==> src/rtl/video_ts_dram_arb_pkg.sv <==
// Shared video definitions for the DRAM read-port arbiter: owner encoding
// and default burst / streak parameters.
package video_ts_dram_arb_pkg;

    typedef enum logic [1:0] {
        OWN_NONE = 2'd0,
        OWN_VID  = 2'd1,
        OWN_TM   = 2'd2,
        OWN_TSR  = 2'd3
    } own_t;

    localparam int DEFAULT_BURST      = 8;
    localparam int DEFAULT_MAX_STREAK = 2;
    localparam int STREAK_W           = 3;

endpackage

==> src/rtl/video_ts_dram_arb_if.sv <==
// Bundle of requester handshakes and the DRAM controller video port, seen
// from the arbiter (slave) and from the requesters/controller (master).
interface video_ts_dram_arb_if #(
    parameter int AW = 21
);
    logic          vid_req;
    logic [AW-1:0] vid_addr;
    logic          vid_next;
    logic          tm_req;
    logic [AW-1:0] tm_addr;
    logic          tm_next;
    logic          tsr_req;
    logic [AW-1:0] tsr_addr;
    logic          tsr_next;
    logic          mem_req;
    logic [AW-1:0] mem_addr;
    logic          mem_next;

    modport slave (
        input  vid_req, vid_addr, tm_req, tm_addr, tsr_req, tsr_addr, mem_next,
        output vid_next, tm_next, tsr_next, mem_req, mem_addr
    );

    modport master (
        output vid_req, vid_addr, tm_req, tm_addr, tsr_req, tsr_addr, mem_next,
        input  vid_next, tm_next, tsr_next, mem_req, mem_addr
    );
endinterface

==> src/rtl/video_ts_arb_pick.sv <==
// Purely combinational winner selector: fixed priority VID > TM > TSR, except
// that TSR jumps ahead of TM once TM has used up its streak allowance.
module video_ts_arb_pick
    import video_ts_dram_arb_pkg::*;
#(
    parameter int MAX_STREAK = DEFAULT_MAX_STREAK
) (
    input  logic                vid_req,
    input  logic                tm_req,
    input  logic                tsr_req,
    input  logic [STREAK_W-1:0] streak,
    output own_t                winner
);

    always_comb begin
        winner = OWN_NONE;
        if (vid_req)
            winner = OWN_VID;
        else if (tsr_req && (streak == STREAK_W'(MAX_STREAK) || !tm_req))
            winner = OWN_TSR;
        else if (tm_req)
            winner = OWN_TM;
        else if (tsr_req)
            winner = OWN_TSR;
    end

endmodule

==> src/rtl/video_ts_dram_arb.sv <==
// Burst-granular arbiter sharing the video DRAM read port between bitmap
// fetch, tilemap prefetch and the tile/sprite renderer.
module video_ts_dram_arb
    import video_ts_dram_arb_pkg::*;
#(
    parameter int BURST      = DEFAULT_BURST,
    parameter int MAX_STREAK = DEFAULT_MAX_STREAK,
    parameter int AW         = 21
) (
    input  logic                  clk,
    input  logic                  rst,
    video_ts_dram_arb_if.slave    bus,
    output logic [1:0]            own
);

    localparam int CW = $clog2(BURST);

    own_t                own_q;
    own_t                winner;
    logic [CW-1:0]       cnt;
    logic [STREAK_W-1:0] streak;
    logic                owner_req;
    logic [AW-1:0]       owner_addr;
    logic                word_ok;
    logic                rearb;

    video_ts_arb_pick #(
        .MAX_STREAK (MAX_STREAK)
    ) u_pick (
        .vid_req (bus.vid_req),
        .tm_req  (bus.tm_req),
        .tsr_req (bus.tsr_req),
        .streak  (streak),
        .winner  (winner)
    );

    always_comb begin
        owner_req  = 1'b0;
        owner_addr = '0;
        case (own_q)
            OWN_VID: begin
                owner_req  = bus.vid_req;
                owner_addr = bus.vid_addr;
            end
            OWN_TM: begin
                owner_req  = bus.tm_req;
                owner_addr = bus.tm_addr;
            end
            OWN_TSR: begin
                owner_req  = bus.tsr_req;
                owner_addr = bus.tsr_addr;
            end
            default: ;
        endcase
    end

    // A word only counts while the owner is actually requesting; stray
    // controller strobes and anything during reset are dropped here.
    assign word_ok = bus.mem_next && owner_req && !rst;
    assign rearb   = (own_q == OWN_NONE) || !owner_req ||
                     (bus.mem_next && cnt == CW'(BURST - 1));

    assign bus.mem_req  = owner_req;
    assign bus.mem_addr = owner_addr;
    assign bus.vid_next = word_ok && (own_q == OWN_VID);
    assign bus.tm_next  = word_ok && (own_q == OWN_TM);
    assign bus.tsr_next = word_ok && (own_q == OWN_TSR);
    assign own          = own_q;

    always_ff @(posedge clk or posedge rst) begin
        if (rst) begin
            own_q <= OWN_NONE;
            cnt   <= '0;
        end else if (rearb) begin
            own_q <= winner;
            cnt   <= '0;
        end else if (word_ok) begin
            cnt   <= cnt + 1'b1;
        end
    end

    // Streak counts TM grants taken while TSR is left waiting; VID grants
    // leave it alone so TSR keeps its claim across a bitmap burst.
    always_ff @(posedge clk or posedge rst) begin
        if (rst) begin
            streak <= '0;
        end else if (rearb) begin
            if (!bus.tsr_req || winner == OWN_TSR)
                streak <= '0;
            else if (winner == OWN_TM && streak != '1)
                streak <= streak + 1'b1;
        end
    end

endmodule

==> src/flat_wrapper.sv <==
// flat-port wrapper written by rule: the top's interface ports become plain ports
module video_ts_dram_arb_flat import video_ts_dram_arb_pkg::*;
#(
    parameter int BURST      = DEFAULT_BURST,
    parameter int MAX_STREAK = DEFAULT_MAX_STREAK,
    parameter int AW         = 21
)
  (clk, rst, own, bus_vid_req, bus_vid_addr, bus_tm_req, bus_tm_addr, bus_tsr_req, bus_tsr_addr, bus_mem_next, bus_vid_next, bus_tm_next, bus_tsr_next, bus_mem_req, bus_mem_addr);
  video_ts_dram_arb_if #(.AW(AW)) bus_i ();
  input  logic clk;
  input  logic rst;
  output logic [1:0] own;
  input wire logic [$bits(bus_i.vid_req)-1:0] bus_vid_req;
  input wire logic [$bits(bus_i.vid_addr)-1:0] bus_vid_addr;
  input wire logic [$bits(bus_i.tm_req)-1:0] bus_tm_req;
  input wire logic [$bits(bus_i.tm_addr)-1:0] bus_tm_addr;
  input wire logic [$bits(bus_i.tsr_req)-1:0] bus_tsr_req;
  input wire logic [$bits(bus_i.tsr_addr)-1:0] bus_tsr_addr;
  input wire logic [$bits(bus_i.mem_next)-1:0] bus_mem_next;
  output wire logic [$bits(bus_i.vid_next)-1:0] bus_vid_next;
  output wire logic [$bits(bus_i.tm_next)-1:0] bus_tm_next;
  output wire logic [$bits(bus_i.tsr_next)-1:0] bus_tsr_next;
  output wire logic [$bits(bus_i.mem_req)-1:0] bus_mem_req;
  output wire logic [$bits(bus_i.mem_addr)-1:0] bus_mem_addr;
  assign bus_i.vid_req = bus_vid_req;
  assign bus_i.vid_addr = bus_vid_addr;
  assign bus_i.tm_req = bus_tm_req;
  assign bus_i.tm_addr = bus_tm_addr;
  assign bus_i.tsr_req = bus_tsr_req;
  assign bus_i.tsr_addr = bus_tsr_addr;
  assign bus_i.mem_next = bus_mem_next;
  assign bus_vid_next = bus_i.vid_next;
  assign bus_tm_next = bus_i.tm_next;
  assign bus_tsr_next = bus_i.tsr_next;
  assign bus_mem_req = bus_i.mem_req;
  assign bus_mem_addr = bus_i.mem_addr;
  video_ts_dram_arb #(.BURST(BURST), .MAX_STREAK(MAX_STREAK), .AW(AW)) u_core (.clk(clk), .rst(rst), .bus(bus_i), .own(own));
endmodule
==> config.mk <==
export PLATFORM = sky130hd
export DESIGN_NAME = video_ts_dram_arb_flat
export DESIGN_NICKNAME = d
export VERILOG_FILES = /design/src/rtl/video_ts_dram_arb_pkg.sv /design/src/rtl/video_ts_dram_arb_if.sv /design/src/rtl/video_ts_arb_pick.sv /design/src/rtl/video_ts_dram_arb.sv /design/src/flat_wrapper.sv
export SDC_FILE = /design/constraint.sdc
export NUM_CORES = 1
export LEC_CHECK = 0
export BUFFER_PORTS_ARGS = -buffer_cell sky130_fd_sc_hd__buf_2
export CORE_UTILIZATION = 39
export CTS_BUF_LIST = sky130_fd_sc_hd__clkbuf_16
export DETAILED_ROUTE_END_ITERATION = 16
export PLACE_DENSITY = 0.85
export SLEW_MARGIN = 40
export SYNTH_ARGS = -nofsm -noshare
export SYNTH_HDL_FRONTEND = slang
export SYNTH_HIERARCHICAL = 1
export SYNTH_SLANG_ARGS = --single-unit
==> constraint.sdc <==
create_clock -name clk -period 4.6 [get_ports clk]
set_input_delay 0.46 -clock clk [delete_from_list [all_inputs] [get_ports clk]]
set_output_delay 0.46 -clock clk [all_outputs]
set_load 0.01 [all_outputs]
Word-level counts from Yosys, hierarchy flattened --
Index checks and enable logic that the tools add are counted.
Word-level totals: register bits 8, input port bits 69, output and inout bits 27
Cells by class: add/sub/neg operators 2, eq/ne operators 8, mux-type cells 10, reduce and logical (&&, ||, !) cells 20
Operator list (number):
- 21-bit one-hot mux with 3 select lines | 1
- 3-bit two-way mux | 4
- 2-bit == test, second input constant | 4
- 1-bit logical AND | 8
- 2-bit two-way mux | 4
- 3-bit by 1-bit adder with 3-bit output, second input constant | 2
- 1-bit zero test | 4
- 1-bit logical OR | 4
- 2-bit nonzero test | 2
- 3-bit by 2-bit == test with 1-bit output, second input constant | 1
- 3-bit == test, second input constant | 1
- 3-bit inequality test, second input constant | 1
- 1-bit one-hot mux with 3 select lines | 1
- 2-bit by 1-bit == test with 1-bit output, second input constant | 1
- 2-bit zero test | 1
- 2-bit AND reduction | 1

Depth between registers and ports, before layout --
depth in word-level cells 9, depth in mapped cells 6

Hierarchy --
Netlist, hierarchy kept.
Modules (own cells, without submodules):
- video_ts_dram_arb | times used 1, cells an instance 95, area an instance 964.7 µm², seq. area each 200.2 µm²
- video_ts_arb_pick | times used 1, cells an instance 5, area an instance 32.5 µm², seq. area each 0.0 µm²

Least setup slack after synthesis --
OpenSTA, ideal clock, no wires.
path type reg-to-output, start register u_core.own_q[1], in the netlist u_core/own[1], end output bus_mem_addr[14], arrival time 1.409 ns, data required time 4.140 ns, slack 2.731 ns, stages on the path, launching flop included 5, cells stage by stage dfrtp_1 > buf_6 > clkbuf_1 > mux2_2 > a22o_1
Between the ends: longest elaborated chain between the ends 2, elaborated cells on any way between the ends 4
Ends and longest elaborated chain:
- from (decl) | line video_ts_dram_arb.sv:18 | own_t own_q;
- from (signal assigned) | line video_ts_dram_arb.sv:75 | own_q <= winner;
- 2-bit == test or 2-bit by 1-bit == test with 1-bit output (tied branches) | line video_ts_dram_arb.sv:40 | case (own_q)
- 21-bit one-hot mux with 3 select lines * | line video_ts_dram_arb.sv:40
- to (decl) | line flat_wrapper.sv:24 | output wire logic [$bits(bus_i.mem_addr)-1:0] bus_mem_addr;
Mark *: on every way between the ends. The rest lies on a longest branch, timed or not.

Worst setup path after layout --
start register u_core.own_q[1], in the netlist u_core/own[1], end output bus_mem_addr[18]
The elaborated chain is that of the path after synthesis.

==> results by group <==
Global routing
  – Initial antenna violation count: 0
  – Tot GR Track Use: 21.0%
  – First-pass GRT wire length: 4230 microns
  – Largest net degree at the start of global routing: 28
  – Vias in the first global route: 1010
  – GRT overflow: 0

Setup path
  – R2R cell count: 4
  – CP endpoint kind: output pin
  – Worst stage delay on the critical path: 0.71 ns
  – Critical path class: flip-flop to output pin
  – R2R Path Start: u_core/own[1]
  – Critical path's slowest cell: dfrtp_2
  – CP max FO: 27
  – Worst path bufs/invs: 1
  – Required time of the critical path: 4.14 ns
  – Worst endpoint data arrival time: 1.98 ns
  – Worst path cell trace: nor2b_4, a22o_1, buf_2
  – Startpoint types: flip-flop
  – R2R Setup Slk: 2.43 ns
  – FF-to-FF End: u_core/streak[0]
  – Cell family with most CP delay: flip-flops

Floorplanning
  – Boundary Pins: 96
  – Core area: 2320 sq um
  – Initial Util: 43.0%
  – Number of placement rows: 17
  – Die width: 52.6 microns
  – DIE AREA: 2760 sq um
  – Die H: 52.6 microns

STA
  – Setup Viol. Count Final: 0
  – F_max: 410 MHz
  – Rel. slew slack: 59.0%
  – Measured slew at the worst slew-check pin: 0.614 ns
  – Hold Vio Cnt, Final: 0
  – Tcrit/Tclk final: 53.1%
  – Clock skew: 0.00575 ns
  – Crit path time final: 2.44 ns
  – Final Max Slew Viols: 0
  – RSZ-0062 raised after global routing: false
  – Worst hold margin: 0.176 ns
  – Total negative slack: 0 ns

Cells and area
  – Layout area overhead: 54.7%
  – Layout cells sized above 1: 67.7%
  – Area of the multi-input gates: 739 sq um
  – Sequential cell area: 203 sq um
  – Fillers: 199
  – Final nets: 263
  – Antenna cells: 0

Synth
  – Post-synthesis cell type count: 26
  – Syn nets: 173
  – Compound-Gate Fraction of Synth Area: 26.9%
  – Mapped Area: 997 sq um
  – Sequential share of the synthesized area: 20.1%
  – Synth warnings: 6
  – Post-Synth XOR/XNOR Area: 0.878%
  – Adder-cell area share of the yosys netlist: 5.02%
  – Cell count after synthesis: 100
  – Syn Area/Cell: 9.97 sq um
  – Mux contribution to synthesized area: 29.9%
  – Synthesis-stage register bit count: 8
  – Largest family of logic cells by synthesized area: multiplexers
  – Post-Synth Simple-Gate Area: 10.8%

Detailed routing
  – Post-DRT Antenna Nets: 0
  – WL per Instance: 13.9 microns
  – 1st-iter DRT viols: 9
  – Pre-Repair DR Iteration Count: 4
  – Final WL: 3020 microns
  – Routed via count: 1136
  – Routed vias/inst: 5.24
  – Residual DRC: 0

Placed design
  – DP HPWL: 2460 microns
  – # port buffers: 95
  – Gp weighted congestion: 0.729

Clock network
  – Clock sink count: 8
  – Maximum root-to-sink buffer count: 2
  – Root Driver: clkbuf_16
  – Worst-skew pair later-pin latency: 0.24 ns
  – # Post-CTS Setup Buffers: 0
  – CTS tree: yes
  – Resized Gates After CTS: 0
  – CTS buffer count: 3
  – Hold buffers post-CTS: 0
  – CTS clk-pin slew, worst paths: 0.04 ns
  – H-tree Lvls: 1

Outcome
  – Status: completed

Power and ir drop
  – Leakage: 0.876 nW
  – Peak supply drop: 0.293 mV
  – Power density cells: 318 nW/um^2

Hold path
  – Hold Path Class: input pin to asynchronous set/reset pin

Run
  – Max_cap viols: 0
## kinds of logic (layout without fill, tap and decap cells)
kind of cell | Yosys count | after routing
and+or+nand+nor | 19 | 19
xor gates and xnor gates | 1 | 1
DFF | 8 | 8
adders and majority gates | 4 | 4
buffers and inverters | 13 | 102
AOI/OAI and AO/OA | 29 | 29
muxes | 26 | 26
## cell usage in the layout, fill, tap and decap left out, types with 3 or more instances in the layout
master	n
mux2_2	22
nor2_1	6
clkbuf_16	3
inv_1	4
a22o_1	25
dfrtp_1	6
nand2_1	3
buf_2	95
ha_1	4
## state kept, by name (all words and copies together) (netlist names)
register	flops
u_core/cnt	3
u_core/own	2
u_core/streak	3
## cells in the mapped netlist
cell,n,share of area [%]
nand2_2,1,0.63
buf_2,4,2.0
nand3_1,1,0.50
clkbuf_1,4,1.5
o21ai_0,1,0.50
inv_1,3,1.1
nor3b_1,1,0.75
ha_1,4,5.0
mux2i_1,2,2.0
dfrtp_1,8,20
buf_4,1,0.75
nor4b_1,1,0.88
buf_6,1,1.1
a32oi_4,1,2.8
nor2_1,6,2.3
and3_1,1,0.63
mux2_2,22,25
nand2_1,3,1.1
and4bb_1,1,1.3
nor2b_1,3,1.9
xnor2_1,1,0.88
mux2_4,2,3.0
a22o_1,25,22
a211o_1,1,0.88
and2_4,1,0.88
a21boi_0,1,0.75
## stage by stage
| step | utilization [%] | total power, mW | instances | cell area (sq um) | setup WS (ns) |
|---|---|---|---|---|---|
| after floorplan | - | 0.261 | 100 | 997 | 2.73 |
| after global placement | 62.8 | 0.335 | 213 | 1460 | 1.88 |
| after detailed placement | 63.1 | 0.343 | 213 | 1460 | 2.42 |
| after CTS | 66.5 | 0.495 | 217 | 1540 | 2.16 |
| after global routing | 66.5 | 0.522 | 217 | 1540 | 2.06 |
| final | 66.5 | 0.490 | 217 | 1540 | 2.16 |
## area by class of cell
class / count / area share (%)
clock inverter: 1 / 0.243
multi-input combinational: 79 / 47.9
clock buffer: 3 / 4.87
inverter: 3 / 0.730
tap: 28 / 2.27
timing repair buffer: 95 / 30.8
sequential: 8 / 13.1
## routing by layer
metal  GRT usage [%]  vias to the layer above  routed length (microns)
li1                -                      562                        -
met4            9.21                        0                       42
met1            21.6                      519                     1120
met3            4.06                        5                      215
met2            40.1                       50                     1650
met5               0                        -                        0
## where the power goes
part	total, mW	internal, mW	leakage [nW]	switching [mW]
clock network	0.149	0.113	0.0423	0.0353
registers	0.109	0.0774	0.104	0.0315
logic	0.233	0.138	0.730	0.0946
total	0.490	0.329	0.876	0.161
## worst max-delay path by stage
stage | cells after the start | slack [ns] | end | startpoint
4_1_cts | 3 | 2.16 | bus_mem_addr[9] | u_core/own[1]
6_report | 3 | 2.16 | bus_mem_addr[18] | u_core/own[1]
5_1_grt | 3 | 2.06 | bus_mem_addr[19] | u_core/own[1]
2_1_floorplan | 4 | 2.73 | bus_mem_addr[14] | u_core/own[1]
3_3_place_gp | 3 | 1.88 | bus_tm_next | u_core/own[1]
3_5_place_dp | 3 | 2.42 | bus_mem_addr[9] | u_core/own[1]
(Power assumes the default switching activity.)
